<file path="src/rtl/bv_check_pkg.sv">
// Shared types and constants for the bit-vector division checkers.
// Holds the FSM encoding and the SMT-LIB divide-by-zero quotient constant.
package bv_check_pkg;

  localparam int W_DEF = 4;

  typedef enum logic [1:0] {IDLE, DIV, DONE} state_t;

  // SMT-LIB defines x udiv 0 as all-ones at the operand width
  function automatic logic [63:0] udiv_zero_const(input int w);
    return (64'd1 << w) - 64'd1;
  endfunction

endpackage

</file>
<file path="src/rtl/udiv_step.sv">
// One radix-2 restoring division iteration: shift {r,q} left, subtract s if it fits.
module udiv_step import bv_check_pkg::*; #(
  parameter int W = W_DEF
) (
  input  logic [W-1:0] r,
  input  logic [W-1:0] q,
  input  logic [W-1:0] s,
  output logic [W-1:0] r_nxt,
  output logic [W-1:0] q_nxt
);

  logic [W:0] sh;
  logic       ge;

  // W+1 bits so the bit shifted out of r still takes part in the compare
  assign sh    = {r, q[W-1]};
  assign ge    = sh >= {1'b0, s};
  // when ge the true difference is < s, so W-bit wraparound subtraction is exact
  assign r_nxt = ge ? (sh[W-1:0] - s) : sh[W-1:0];
  assign q_nxt = {q[W-2:0], ge};

endmodule

</file>
<file path="config.mk">
export PLATFORM = sky130hd
export DESIGN_NAME = udiv_step
export DESIGN_NICKNAME = d
export VERILOG_FILES = /design/src/rtl/bv_check_pkg.sv /design/src/rtl/udiv_step.sv
export SDC_FILE = /design/constraint.sdc
export NUM_CORES = 1
export LEC_CHECK = 0
export CAP_MARGIN = 15
export CORE_AREA = 2 2 39 41
export DETAILED_ROUTE_END_ITERATION = 10
export DIE_AREA = 0 0 41 43
export SYNTH_ARGS = -nofsm -noshare
export SYNTH_HDL_FRONTEND = slang
export SYNTH_SLANG_ARGS = --single-unit
</file>
<file path="constraint.sdc">
create_clock -name vclk -period 2.05
set_clock_uncertainty 0.05 [all_clocks]
set_input_delay 0.3075 -clock vclk [all_inputs]
set_output_delay 0.3075 -clock vclk [all_outputs]
set_load 0.005 [all_outputs]
</file>
-- Yosys cells after proc, flatten, opt, wreduce, memory -nomap -nowiden
Index checks and enable logic that the tools add are counted.
W data, S select, Z words.
- register bits: 0
- bits in latches: 0
- memory bits (writable): 0
- bits in read-only memories: 0
- input port bits: 12
- output and inout port bits: 8
- word-level logic and storage cells: 3
- memories kept: 0
- add/sub/neg operators: 1
- multipliers: 0
- div/mod/pow operators: 0
- order comparisons: 1
- equal/unequal tests: 0
- shift-type cells: 0
- multiplexer cells: 1
- bitwise logic cells: 0
- reduce and logical (&&, ||, !) cells: 0
- operators with widths (operator ; count):
    $ge A5 B4 Y1 ; 1
    $mux W4 ; 1
    $sub A4 B4 Y4 ; 1

-- Logic depth before layout (Yosys ltp)
Gate-level depths: netlist of run 1.
- depth in word-level cells: 2
- gate-level depth with buffers: 7
- gate-level depth less buffers: 6

-- Worst setup path after synthesis of run 1
No wires, ideal clock.
- path kind: in2out
- start: input s[2]
- end: output r_nxt[2]
- arrival: 1.319 ns
- required time: 1.692 ns
- slack: 0.374 ns
- cell stages on the path: 6
- path buffers: 0
- cells stage by stage: inv_1 > ha_1 > nand4_1 > nand2_1 > nor2_4 > mux2_4
- word-level cells in the longest chain between the ends: 2
- elaborated cells between the ends (all ways): 3
- classes of those cells: add/sub: 1; order compare: 1; mux: 1
- ends and longest elaborated chain (what ; line ; RTL):
    from (decl) ; udiv_step.sv:7 ; input logic [W-1:0] s,
    $sub A4 B4 Y4 / $ge A5 B4 Y1 (equally long branches) ; udiv_step.sv:19, udiv_step.sv:17 ;
    $mux W4 * ; udiv_step.sv:19 ; assign r_nxt = ge ? (sh[W-1:0] - s) : sh[W-1:0];
    to (decl) ; udiv_step.sv:8 ; output logic [W-1:0] r_nxt,
Mark *: on every way between the ends. The rest lies on a longest branch, timed or not.

-- Final worst setup path of run 1
- start: input s[2]
- end: output r_nxt[3]
Same word-level chain as after synthesis.

==> results of run 1 <==
-- worst max-delay path, delay by kind of cell --
family                   cells  cell delay, ns
buffers and inverters        5            0.69
AO/OA/AOI/OAI                2            0.23
adder cells (fa/ha/maj)      1            0.22
AND/OR/NAND/NOR              1            0.16
-- kinds of logic (layout without fill, tap and decap cells) --
family | after synthesis | in the layout
xor gates and xnor gates | 1 | 1
adders and majority gates | 5 | 5
buffers and inverters | 10 | 30
muxes | 3 | 3
AOI/OAI and AO/OA | 3 | 3
and+or+nand+nor | 10 | 10
-- worst max-delay path by stage --
stage	startpoint	endpoint	slack [ns]	cells after the start
floorplan	s[2]	r_nxt[2]	0.37	6
global route	s[2]	r_nxt[3]	0.02	9
CTS	r[1]	r_nxt[2]	0.002	8
finish	s[2]	r_nxt[3]	0.08	9
global placement	s[2]	r_nxt[2]	-0.56	8
detailed placement	s[2]	r_nxt[2]	-0.56	8
-- repair_timing --
action / CTS / global route
pin swaps: 8 / 7
hold endpoints to repair: 0 / 0
gates resized for setup: 43 / 12
setup buffers: 5 / 0
setup endpoints to repair: 5 / 2
-- metal layers --
layer | track usage, % | wire length, microns | up-vias
met4 | 2.000 | 0 | 0
li1 | - | - | 141
met5 | 0 | 0 | -
met2 | 15.94 | 369 | 7
met3 | 0.5236 | 25 | 0
met1 | 11.15 | 244 | 129
-- cell type report --
type | count | share of cell area, %
Timing Repair Buffer | 24 | 37.50
Multi-Input combinational cell | 22 | 54.17
Inverter | 6 | 4.412
Tap cell | 16 | 3.922
-- power breakdown --
group / leakage, nW / internal (mW) / switching [mW] / total (mW)
logic: 0.224 / 0.0929 / 0.0614 / 0.154
registers: 0 / 0 / 0 / 0
clock network: 0 / 0 / 0 / 0
-- layout by cell type, fill, tap and decap left out --
| cell | count |
|---|---|
| mux2_4 | 1 |
| nand4_1 | 1 |
| nor2_2 | 2 |
| a21oi_4 | 1 |
| mux2i_1 | 2 |
| buf_2 | 2 |
| nor3_1 | 1 |
| ha_4 | 4 |
| buf_6 | 1 |
| fa_2 | 1 |
| o21ai_4 | 1 |
| clkdlybuf4s15_1 | 5 |
| nand2b_4 | 1 |
| nand2_2 | 1 |
| buf_4 | 10 |
| dlygate4sd2_1 | 1 |
| inv_1 | 1 |
| xnor2_1 | 1 |
| clkbuf_2 | 3 |
| nor2_1 | 2 |
| clkdlybuf4s50_1 | 1 |
| a21oi_1 | 1 |
| inv_2 | 5 |
| nor3_2 | 1 |
| nor2_4 | 1 |
| clkdlybuf4s15_2 | 1 |
-- stage by stage --
stage                     std cells  TNS, ns  util [%]  cell area, sq um
after global routing             68        0     36.89             510.5
final                            68        0     36.89             510.5
after CTS                        69        0     37.97             525.5
after floorplan                  32        0         -             237.7
after global placement           64   -2.555     29.84             412.9
after detailed placement         64   -2.583     29.84             412.9
==> flow_metrics.env, run 1 <==
export IMPL_status="finished clean"
export IMPL_synth_nets=49
export IMPL_synth_top_area_share_pct=21.05
export IMPL_synth_top_family_by_area="adder cells"
export IMPL_muxShareOfSynthArea_pct=14.74
export IMPL_core_area_sq_um=1384
export IMPL_ir_worst_vdd_mv=0.1037
export IMPL_area_growth_pct=114.7
export IMPL_netlist_top_cells_count="inv_1, buf_4, ha_1, nor2_1"
export IMPL_final_seq_area_sq_um=0
export IMPL_hp_start="q[2]"
export IMPL_endpoint_kind="primary output"
export IMPL_clkbuf_count=0
export IMPL_synth_area_leaders="ha_1, buf_4, fa_1"
export IMPL_synthAdderAreaFrac_pct=29.47
export IMPL_vias_per_cell=4.074
export IMPL_place_gp_congestion=0.7447
export IMPL_ant_nets=0
export IMPL_critPathArrivalTime_ns=1.61
export IMPL_grt_pass1_vias=308
export IMPL_syn_inst=32
export IMPL_worstSetupPathType="input port to primary output"
export IMPL_required_ns=1.69
export IMPL_finalNetCount=71
export IMPL_ys_types=17
export IMPL_p_per_area_nw_per_um2=302.3
export IMPL_hold_viol_final=0
export IMPL_seq_cells=0
export IMPL_fillers=144
export IMPL_syn_avg_cell_area_sq_um=7.429
export IMPL_cts_hold_buffers_added=0
export IMPL_crit_chain="clkdlybuf4s15_1 > inv_2 > ha_4 > o21ai_4 > a21oi_4 > buf_4 > buf_4 > nor3_2 > clkdlybuf4s15_2"
export IMPL_yosys_cell_count_top_type="inv_1"
export IMPL_slowest_stage="ha_4"
export IMPL_rsz0062_at_grt="false"
export IMPL_drc=0
export IMPL_slew_headroom_pct=85.52
export IMPL_hold_path_end="q_nxt[3]"
export IMPL_yosys_warnings=0
export IMPL_critical_path_max_fanout=3
export IMPL_holdWs_ns=0.5650
export IMPL_fin_crit_ns=1.967
export IMPL_place_ws_ns=-0.5618
export IMPL_rows=14
export IMPL_grt_pass1_wl_microns=1179
export IMPL_multi_input_area_sq_um=276.5
export IMPL_hp_class="input port to primary output"
export IMPL_fp_dieH_microns=43
export IMPL_crit_top_cell="buf_4"
export IMPL_fmax_ghz=0.5084
export IMPL_hold_depth=0
export IMPL_die_x_microns=41
export IMPL_io_pins=20
export IMPL_vias=277
export IMPL_antennaDiodeCount=0
export IMPL_synth_compound_area_share_pct=7.895
export IMPL_track_usage_pct=9.009
export IMPL_tightest_slew_ns=0.2155
export IMPL_total_power_mw=0.1543
export IMPL_wl_per_cell_microns=9.382
export IMPL_io_buffer_count=14
export IMPL_period_share_pct=95.95
export IMPL_grt_start_max_net_pins=5
export IMPL_synthSimpleGateAreaFrac_pct=22.11
export IMPL_routed_wl_microns=638
export IMPL_synth_seq_area_share_pct=0
export IMPL_start_util_pct=17.18
export IMPL_netlist_area_sq_um=237.7
export IMPL_die_area_sq_um=1763
export IMPL_startpoint_type="input port"
export IMPL_drive_gt1_share_pct=69.23
export IMPL_drtIter0Drc=2
export IMPL_cap_viol_max_count=0
export IMPL_dp_hpwl_microns=423
export IMPL_worst_slack_ns=0.08310
export IMPL_finalSetupViolCount=0
export IMPL_dr_pass1_iters=2
export IMPL_netlist_top_cell_by_area="ha_1"
export IMPL_cp_slowest_stage_delay_ns=0.22
export IMPL_report_final_slew_viol_count=0
export IMPL_antenna_found_initial=0
export IMPL_synth_xor_area_share_pct=3.684
export IMPL_grt_ovfl_total=0
export IMPL_p_leak_nw=0.2241
Power figures use the tool's default switching activity.
==> inputs of run 2 (changes only) <==
Settings changed: SLEW_MARGIN from default to 20.
Clock period 2.05 ns to 2.16 ns, I/O delays scaled along.
==> run 2 against run 1 <==
Count of clock-buffer cells in the layout unchanged. Sequential share of layout area is the same. Hold slack improved by 0.033 ns. Core utilization up 0.54 points. Non-clock buffer count is 1 higher. Final area is 1.5% higher. Highest routed layer unchanged.
==> flow_metrics.env, run 2 (synthesis gave the netlist of run 1 again) <==
export IMPL_dpl_cell_count=64
export IMPL_hold_path_end="q_nxt[3]"
export IMPL_drtIter0Drc=1
export IMPL_required_ns=1.79
export IMPL_vias_per_cell=4.101
export IMPL_place_gp_congestion=0.7748
export IMPL_die_x_microns=41
export IMPL_rows=14
export IMPL_status="finished clean"
export IMPL_slew_headroom_pct=87.10
export IMPL_grt_pass1_vias=275
export IMPL_track_usage_pct=8.208
export IMPL_total_power_mw=0.1460
export IMPL_antennaDiodeCount=0
export IMPL_core_area_sq_um=1384
export IMPL_dr_pass1_iters=2
export IMPL_tightest_slew_ns=0.1929
export IMPL_area_growth_pct=117.9
export IMPL_hp_class="input port to primary output"
export IMPL_clkPwrFrac_pct=0
export IMPL_critical_path_max_fanout=3
export IMPL_startpoint_type="input port"
export IMPL_p_leak_nw=0.2371
export IMPL_holdWs_ns=0.5980
export IMPL_final_seq_area_sq_um=0
export IMPL_grt_pass1_wl_microns=1062
export IMPL_io_buffer_count=14
export IMPL_critPathArrivalTime_ns=1.73
export IMPL_p_comb_share_pct=100.0
export IMPL_finalNonFillerCells=69
export IMPL_antenna_found_initial=0
export IMPL_endpoint_kind="primary output"
export IMPL_period_share_pct=97.18
export IMPL_hold_viol_final=0
export IMPL_tns_ns=0
export IMPL_finalNetCount=72
export IMPL_cap_viol_max_count=0
export IMPL_start_util_pct=17.18
export IMPL_hold_depth=0
export IMPL_layout_commonest_cell="buf_4"
export IMPL_io_pins=20
export IMPL_fmax_ghz=0.4764
export IMPL_routed_wl_microns=616
export IMPL_drc=0
export IMPL_grt_ovfl_total=0
export IMPL_fp_dieH_microns=43
export IMPL_seq_power_share_pct=0
export IMPL_drive_gt1_share_pct=56.60
export IMPL_die_area_sq_um=1763
export IMPL_ir_worst_vdd_mv=0.08984
export IMPL_vias=283
export IMPL_hp_start="q[2]"
export IMPL_final_cell_mix="buf_4, dlygate4sd2_1, inv_2, ha_4, nor2_1"
export IMPL_wl_per_cell_microns=8.928
export IMPL_dp_hpwl_microns=439.4
export IMPL_post_route_util_pct=37.43
export IMPL_fin_crit_ns=2.099
export IMPL_p_int_mw=0.08942
export IMPL_ant_nets=0
export IMPL_report_final_slew_viol_count=0
export IMPL_p_per_area_nw_per_um2=281.9
export IMPL_grt_start_max_net_pins=4
export IMPL_switching_share_pct=38.76
export IMPL_clkbuf_count=0
export IMPL_worstSetupPathType="input port to primary output"
export IMPL_rsz0062_at_grt="false"
export IMPL_finalSetupViolCount=0
export IMPL_p_sw_mw=0.05659
export IMPL_seq_cells=0
## run 2: layout make-up
| cell class | instances | area [sq um] |
|---|---|---|
| multi-input combinational | 22 | 269.0 |
| tap | 16 | 20.02 |
| timing repair buffer | 25 | 206.4 |
| inverter | 6 | 22.52 |
| fill | 149 | 865.8 |
## run 2: worst max-delay path: stages
cell and delay (ns):
dlygate4sd2_1 0.28, ha_4 0.30, nand2b_4 0.06, a21oi_4 0.18, nor2_4 0.06, buf_6 0.11
mux2_4 0.29, buf_6 0.11
## run 2: through the flow
| stage | setup slack [ns] | instance area (sq um) |
|---|---|---|
| 2_1_floorplan | 0.4507 | 237.7 |
| 3_3_place_gp | -0.4796 | 412.9 |
| 3_5_place_dp | -0.5124 | 412.9 |
| 4_1_cts | 0.08775 | 518.0 |
| 5_1_grt | 0.0007963 | 518.0 |
| 6_report | 0.06084 | 518.0 |
## run 2: worst max path at each step
stage / startpoint / to / slack, ns / cells past startpoint
finish: r[0] / r_nxt[2] / 0.06 / 8
global route: r[0] / r_nxt[1] / 0.0008 / 9
CTS: r[1] / r_nxt[2] / 0.09 / 8
detailed placement: s[3] / r_nxt[2] / -0.51 / 8
global placement: q[3] / r_nxt[2] / -0.48 / 8
floorplan: s[2] / r_nxt[2] / 0.45 / 6
## run 2: power groups by stage
stage | Combinational [mW] | Sequential, mW | Clock, mW
after detailed placement | 0.117 | 0 | 0
final | 0.146 | 0 | 0
after CTS | 0.146 | 0 | 0
after global placement | 0.116 | 0 | 0
after global routing | 0.160 | 0 | 0
after floorplan | 0.0585 | 0 | 0
## run 2: per-layer routing
layer,GRT usage (%),routed length [microns],vias up,part of all wire (%)
met5,0,0,-,0
met4,0.6667,0,0,0
met3,0.5236,29,0,4.7
met2,14.37,353,7,57
met1,10.83,234,132,38
li1,-,-,144,-
## run 2: timing repair
| action | in CTS | in global routing |
|---|---|---|
| buffers inserted | 5 | 0 |
| hold buffers | 0 | 0 |
| endpoints found under the setup margin | 5 | 0 |
| endpoints found under the hold margin | 0 | 0 |
| gates resized for setup | 40 | 0 |
